**config.mk**
```make
export PLATFORM = sky130hd
export DESIGN_NAME = wb_port_arbiter
export DESIGN_NICKNAME = d
export VERILOG_FILES = /design/src/rtl/wb_port_arbiter.sv
export SDC_FILE = /design/constraint.sdc
export NUM_CORES = 1
export LEC_CHECK = 0
export ABC_AREA = 0
export BUFFER_PORTS_ARGS = -buffer_cell sky130_fd_sc_hd__buf_2
export CORE_MARGIN = 2
export CORE_UTILIZATION = 42
export DETAILED_ROUTE_END_ITERATION = 8
export PLACE_DENSITY_LB_ADDON = 0.15
export REMOVE_ABC_BUFFERS = 1
export SLEW_MARGIN = 20
export SYNTH_ARGS = -nofsm -noshare
export SYNTH_HDL_FRONTEND = slang
export SYNTH_SLANG_ARGS = --single-unit
```
**constraint.sdc**
```tcl
create_clock -name clk -period 1.6 [get_ports clk]
set_input_delay 0.32 -clock clk [delete_from_list [all_inputs] [get_ports clk]]
set_output_delay 0.32 -clock clk [all_outputs]
set_load 0.005 [all_outputs]
```
**src/rtl/wb_port_arbiter.sv**
```systemverilog
// Writeback port arbiter: steers ALU or load results onto the single
// register-file write port, favouring loads with a bounded ALU wait.
module wb_port_arbiter #(
  parameter int DATA_W       = 32,
  parameter int ADDR_W       = 5,
  parameter int STARVE_LIMIT = 4
) (
  input  logic              clk,
  input  logic              rst_n,
  input  logic              alu_valid,
  input  logic [ADDR_W-1:0] alu_rd,
  input  logic [DATA_W-1:0] alu_data,
  output logic              alu_ready,
  input  logic              mem_valid,
  input  logic [ADDR_W-1:0] mem_rd,
  input  logic [DATA_W-1:0] mem_data,
  output logic              mem_ready,
  output logic              rf_we,
  output logic [ADDR_W-1:0] rf_waddr,
  output logic [DATA_W-1:0] rf_wdata,
  output logic [15:0]       conflict_cnt
);

  // Handshake: a source transfers on a cycle where valid && ready. ready is
  // combinational from the valids and the priority state, is never high
  // without its valid, and at most one ready is high per cycle. A source
  // keeps valid/rd/data stable until it sees ready.

  typedef enum logic {
    MEM_PRI = 1'b0,
    ALU_PRI = 1'b1
  } arb_state_t;

  localparam logic [3:0] LIMIT = 4'(STARVE_LIMIT);

  arb_state_t state;
  logic [3:0] starve_cnt;
  logic [3:0] starve_inc;
  logic       grant_alu;
  logic       grant_mem;

  always_comb begin
    grant_alu  = 1'b0;
    grant_mem  = 1'b0;
    starve_inc = (starve_cnt == 4'hF) ? 4'hF : starve_cnt + 4'd1;
    if (rst_n) begin
      grant_alu = alu_valid && (!mem_valid || state == ALU_PRI);
      grant_mem = mem_valid && !grant_alu;
    end
  end

  assign alu_ready = grant_alu;
  assign mem_ready = grant_mem;

  always_ff @(posedge clk or negedge rst_n) begin
    if (!rst_n) begin
      state        <= MEM_PRI;
      starve_cnt   <= 4'd0;
      rf_we        <= 1'b0;
      rf_waddr     <= '0;
      rf_wdata     <= '0;
      conflict_cnt <= 16'd0;
    end else begin
      if (alu_valid && mem_valid && conflict_cnt != 16'hFFFF)
        conflict_cnt <= conflict_cnt + 16'd1;

      // Any ALU grant ends the starvation episode, so priority falls back to loads.
      if (grant_alu) begin
        starve_cnt <= 4'd0;
        state      <= MEM_PRI;
      end else if (alu_valid) begin
        starve_cnt <= starve_inc;
        if (starve_inc == LIMIT)
          state <= ALU_PRI;
      end

      // x0 writes are consumed but suppressed at the write enable.
      if (grant_alu) begin
        rf_we    <= |alu_rd;
        rf_waddr <= alu_rd;
        rf_wdata <= alu_data;
      end else if (grant_mem) begin
        rf_we    <= |mem_rd;
        rf_waddr <= mem_rd;
        rf_wdata <= mem_data;
      end else begin
        rf_we    <= 1'b0;
      end
    end
  end

endmodule

```
### Word level (Yosys, flattened, before mapping)

Cells that the tools add are included.
W data, S select, Z words.

| word-level totals | value |
|---|---|
| flip-flop bits (word level) | 59 |
| latch bits | 0 |
| memory bits (writable) | 0 |
| ROM bits | 0 |
| input port bits | 78 |
| output and inout bits | 56 |
| memories | 0 |

| cells by class | value |
|---|---|
| add/sub/neg operators | 2 |
| $mul | 0 |
| divide/modulo/power cells | 0 |
| order comparisons | 0 |
| equal/unequal tests | 3 |
| shifts and indexed selects | 0 |
| muxes and demuxes | 14 |
| bitwise logic cells | 0 |
| reduce and logical (&&, ||, !) cells | 13 |

Operator list:

| operator | count |
|---|---|
| $mux W32 | 2 |
| $add A16 B1 Y16 const B | 1 |
| $ne A16 B16 Y1 const B | 1 |
| $mux W4 | 3 |
| $mux W5 | 2 |
| $reduce_or A5 Y1 | 2 |
| $mux W1 | 7 |
| $reduce_bool A2 Y1 | 3 |
| $add A4 B1 Y4 const B | 1 |
| $eq A4 B3 Y1 const B | 1 |
| $eq A4 B4 Y1 const B | 1 |
| $logic_and A1 B1 Y1 | 4 |
| $logic_not A1 Y1 | 2 |
| $reduce_and A2 Y1 | 1 |
| $logic_or A1 B1 Y1 | 1 |

### Logic depth before layout (Yosys ltp)

| depth | value |
|---|---|
| depth after elaboration | 8 |
| gate-level depth with buffers | 8 |

### Worst setup path before layout

Ideal clock, no wire load.

| timing | value |
|---|---|
| kind | reg-to-reg |
| start point | register conflict_cnt[0] |
| end point | register conflict_cnt[6] |
| library setup time | 0.147 ns |
| data arrival time | 1.438 ns |
| required time | 1.453 ns |
| slack | 0.015 ns |
| cell stages (with the launch flop) | 6 |
| path buffers | 0 |
| clock period less this slack | 1.585 ns |
| path through | dfrtp_1 > ha_1 > nand3_1 > nor3_4 > a2111oi_0 > xor2_1 |

| on the way | value |
|---|---|
| word-level cells in the longest chain between the ends | 2 |

RTL lines:

| element | RTL line | source |
|---|---|---|
| start: declaration | 21 | `output logic [15:0] conflict_cnt` |
| start signal: assignment | 65 | `conflict_cnt <= conflict_cnt + 16'd1;` |
| branches (longest 2 deep; another with $add A16 B1 Y16) | -- |  |

Parallel ways; which one is timed is not known.
A chain may end at the register's enable or synchronous reset.

### Worst setup path after layout

| timing | value |
|---|---|
| start point | register state |
| end point | output port alu_ready |

| on the way | value |
|---|---|
| word-level cells in the longest chain between the ends | 3 |

RTL lines:

| element | RTL line | source |
|---|---|---|
| start: declaration | 36 | `arb_state_t state;` |
| start signal: assignment | 57 | `state <= MEM_PRI;` |
| start signal: assignment | 70 | `state <= MEM_PRI;` |
| start signal: assignment | 74 | `state <= ALU_PRI;` |
| $logic_or A1 B1 Y1 | 47 | `grant_alu = alu_valid && (!mem_valid \|\| state == ALU_PRI);` |
| $logic_and A1 B1 Y1 | 47 |  |
| $mux W1 | 46 | `if (rst_n) begin` |
| end: declaration | 13 | `output logic alu_ready,` |

No other way between the ends.

==> metrics <==
status=finished, final reports clean; first drt pass iteration count=6; Crit Path Max Fanout=8; Starting Density=43.0%; worst slew pin tran=about 0.75 ns; GR Util All Layers=a little over a fifth; hold slack=roughly 0.21 ns; EDFF count, synth=0; Lkg Pwr=between 0.002 and 0.0025 uW; WL/cell=14.3 um; Slew Viols, Final=0; Cell Chain, Critical Path=o211ai_1, inv_2, buf_2; Worst Min Path Start=alu_data[30]; Peak VDD IR=0.662 mV; Mapped Cells=311; Die H=between 80 and 90 um; drc violations=0; Inst Count DP=531; R2R depth=6; TritonCTS clock tree=done; Setup CP Type=reg -> out; CP arrival=1.27 ns; fmax=between 0.6 and 0.7 GHz; cell at the slowest stage of the critical path=dfrtp_1; layout cell share with drive strength beyond 1=between 40% and 50%; area of the multi-input gates=about 1300 um^2; final count of negative-setup-slack endpoints=0; warnings from Yosys=0; Slew HR=49.9%; Nets=546; HPWL Detailed=approximately 5.8 mm; final design utilization=between 60 and 70%; Startpoint Class=flip-flop; clk_skew=~0.0045 ns; Power, Total=5110 uW; top cell type's share of synthesized area=roughly 50%; area leader, netlist=dfrtp_1; DRT antenna net count=0; die width=a little under 90 um; root buffer cell=clkbuf_8; largest cells by area after synthesis=dfrtp_1 (51%), nand2_1 (10%), a31oi_1 (7.4%); unrepaired setup endpoints after global routing=yes; Max clock buf depth=2; Main synth FF type=dfrtp_1; R2R Setup Slk=~0.05 ns; CP max stage delay=0.40 ns; die area=roughly 7600 um^2; 1st-iter DRT viols=95; FF-to-FF Start=conflict_cnt[1]; setup TNS=0 ns; Post-synth ARST share=100%; vias in the first global route=~2800; Sink Count=59; port bufs=between 100 and 150; fin cells=550; Area Overhead vs Synth=40.4%; Max Cap Violations=0; CTS Hold Bufs=0; flops & latches, synth=a little under 60; Clock Latency Late Sink=0.33 ns; Worst Hold Depth=3; sequential element share of the synthesized area=51.1%; clk slew on worst S/H paths=approximately 0.060 ns; core footprint=~6700 um^2; n_diodes=0; Hold WC Path Type=in -> reg; fillcell total=around 600; gp weighted congestion=slightly above 0.8; initial antenna violation count=0; H-tree depth reported by CTS=3; Reg-to-Reg End=conflict_cnt[14]; grt ovf=0; CP required=1.28 ns; final WL=around 7.9 mm; largest net degree at the start of global routing=60; via count=2844; Hold EP=rf_wdata[30]; crit end category=output pin; I/O pin count=134; first-pass GRT wire length=around 13 mm; FF+latch area=roughly 1500 um^2; part of the cycle the worst path needs=between 90% and 100%; pwr/cell area=1260 nW/um^2; synthesized area per cell=between 9 and 10 um^2; clock period minus worst slack=between 1.5 and 2 ns; Cell variety after synth=37; row count=30; Num CTS Buffers=9; vias per cell=between 5 and 6; mapped cell area=between 2000 and 3000 um^2; Final Hold Viols=0
==> state kept, by name (all words and copies together) (netlist names) <==
name and cells:
starve_cnt 4, conflict_cnt 16, rf_wdata 32, state 1
rf_waddr 5, rf_we 1
==> synth_stat cells, types with 3 or more instances <==
library cell,count
buf_4,4
buf_2,5
o22ai_1,5
nor2_1,35
a21oi_1,6
nand2_1,78
clkbuf_1,9
xor2_1,12
a31oi_1,34
nand3_1,7
xnor2_1,3
inv_1,9
o21ai_0,6
a211oi_1,6
dfrtp_1,59
mux2_2,3
==> worst max-delay path: cells and delay by family (launching register included) <==
kind,cells,cell delay [ns]
buffers and inverters,2,0.28
flip-flops,1,0.40
AO/OA/AOI/OAI,1,0.27
==> report_power, final <==
group	switching (uW)	total, uW	internal (uW)
Clock	565	1360	795
Sequential	297	2200	1900
Combinational	758	1550	791
Total	1620	5110	3490
==> cell families after synthesis <==
| kind of cell | count (synthesis) | share of synthesized area [%] |
|---|---|---|
| multiplexers | 5 | 1.86 |
| flip-flops | 59 | 51.1 |
| AO/OA/AOI/OAI | 63 | 14.7 |
| XOR/XNOR | 15 | 4.55 |
| AND/OR/NAND/NOR | 137 | 21.8 |
| buffers and inverters | 30 | 5.15 |
| adder cells (fa/ha/maj) | 2 | 0.866 |
==> cells in the final DEF, fill, tap and decap left out, drive strengths merged, types with 2 or more instances in the layout <==
cell type	count
nor2	35
nand3	7
a31oi	34
nor3b	2
and3	2
a21oi	6
a2111oi	4
a211oi	6
o21ai	6
xor2	12
inv	9
or4	2
mux2	3
nor3	4
xnor2	3
mux2i	2
nand2	79
nand4	2
buf	164
ha	2
dfrtp	59
clkinv	2
o22ai	5
clkbuf	13
==> metrics by stage <==
step	worst slack, ns	instance area, um^2
2_1_floorplan	-2.42	2780
3_3_place_gp	0.0147	3800
3_5_place_dp	-0.0722	3800
4_1_cts	-0.0604	4000
5_1_grt	-0.0984	4060
6_report	0.00662	4060
==> timing repair <==
item,4_1_cts,5_1_grt
pin swaps,1,2
endpoints found under the setup margin,5,12
setup buffers,0,4
gates cloned,0,0
resized for setup,5,6
==> final cells by class <==
type	count	share of cell area, %
sequential	59	36.4
multi-input combinational	222	31.9
tap	80	2.47
timing repair buffer	164	23.4
clock buffer	13	3.92
inverter	10	1.05
clock inverter	2	0.864
==> per-layer routing <==
layer  wire, um  vias up  global-route usage (%)
li1           -     1382                       -
met1       3500     1343                    28.7
met2       3710      104                    34.5
met3        475       15                    4.74
met4        174        0                    9.38
met5          0        -                       0
==> worst max path at each step <==
stage,startpoint,endpoint,slack (ns),depth (start not counted)
after detailed placement,conflict_cnt[1],conflict_cnt[8],-0.07,5
after global placement,conflict_cnt[1],conflict_cnt[6],0.01,5
final,state,alu_ready,0.007,3
after floorplan,state,rf_waddr[3],-2.42,4
after CTS,state,alu_ready,-0.06,3
after global routing,conflict_cnt[1],conflict_cnt[14],-0.1,6
No activity file was read; power rests on OpenSTA's default activity.
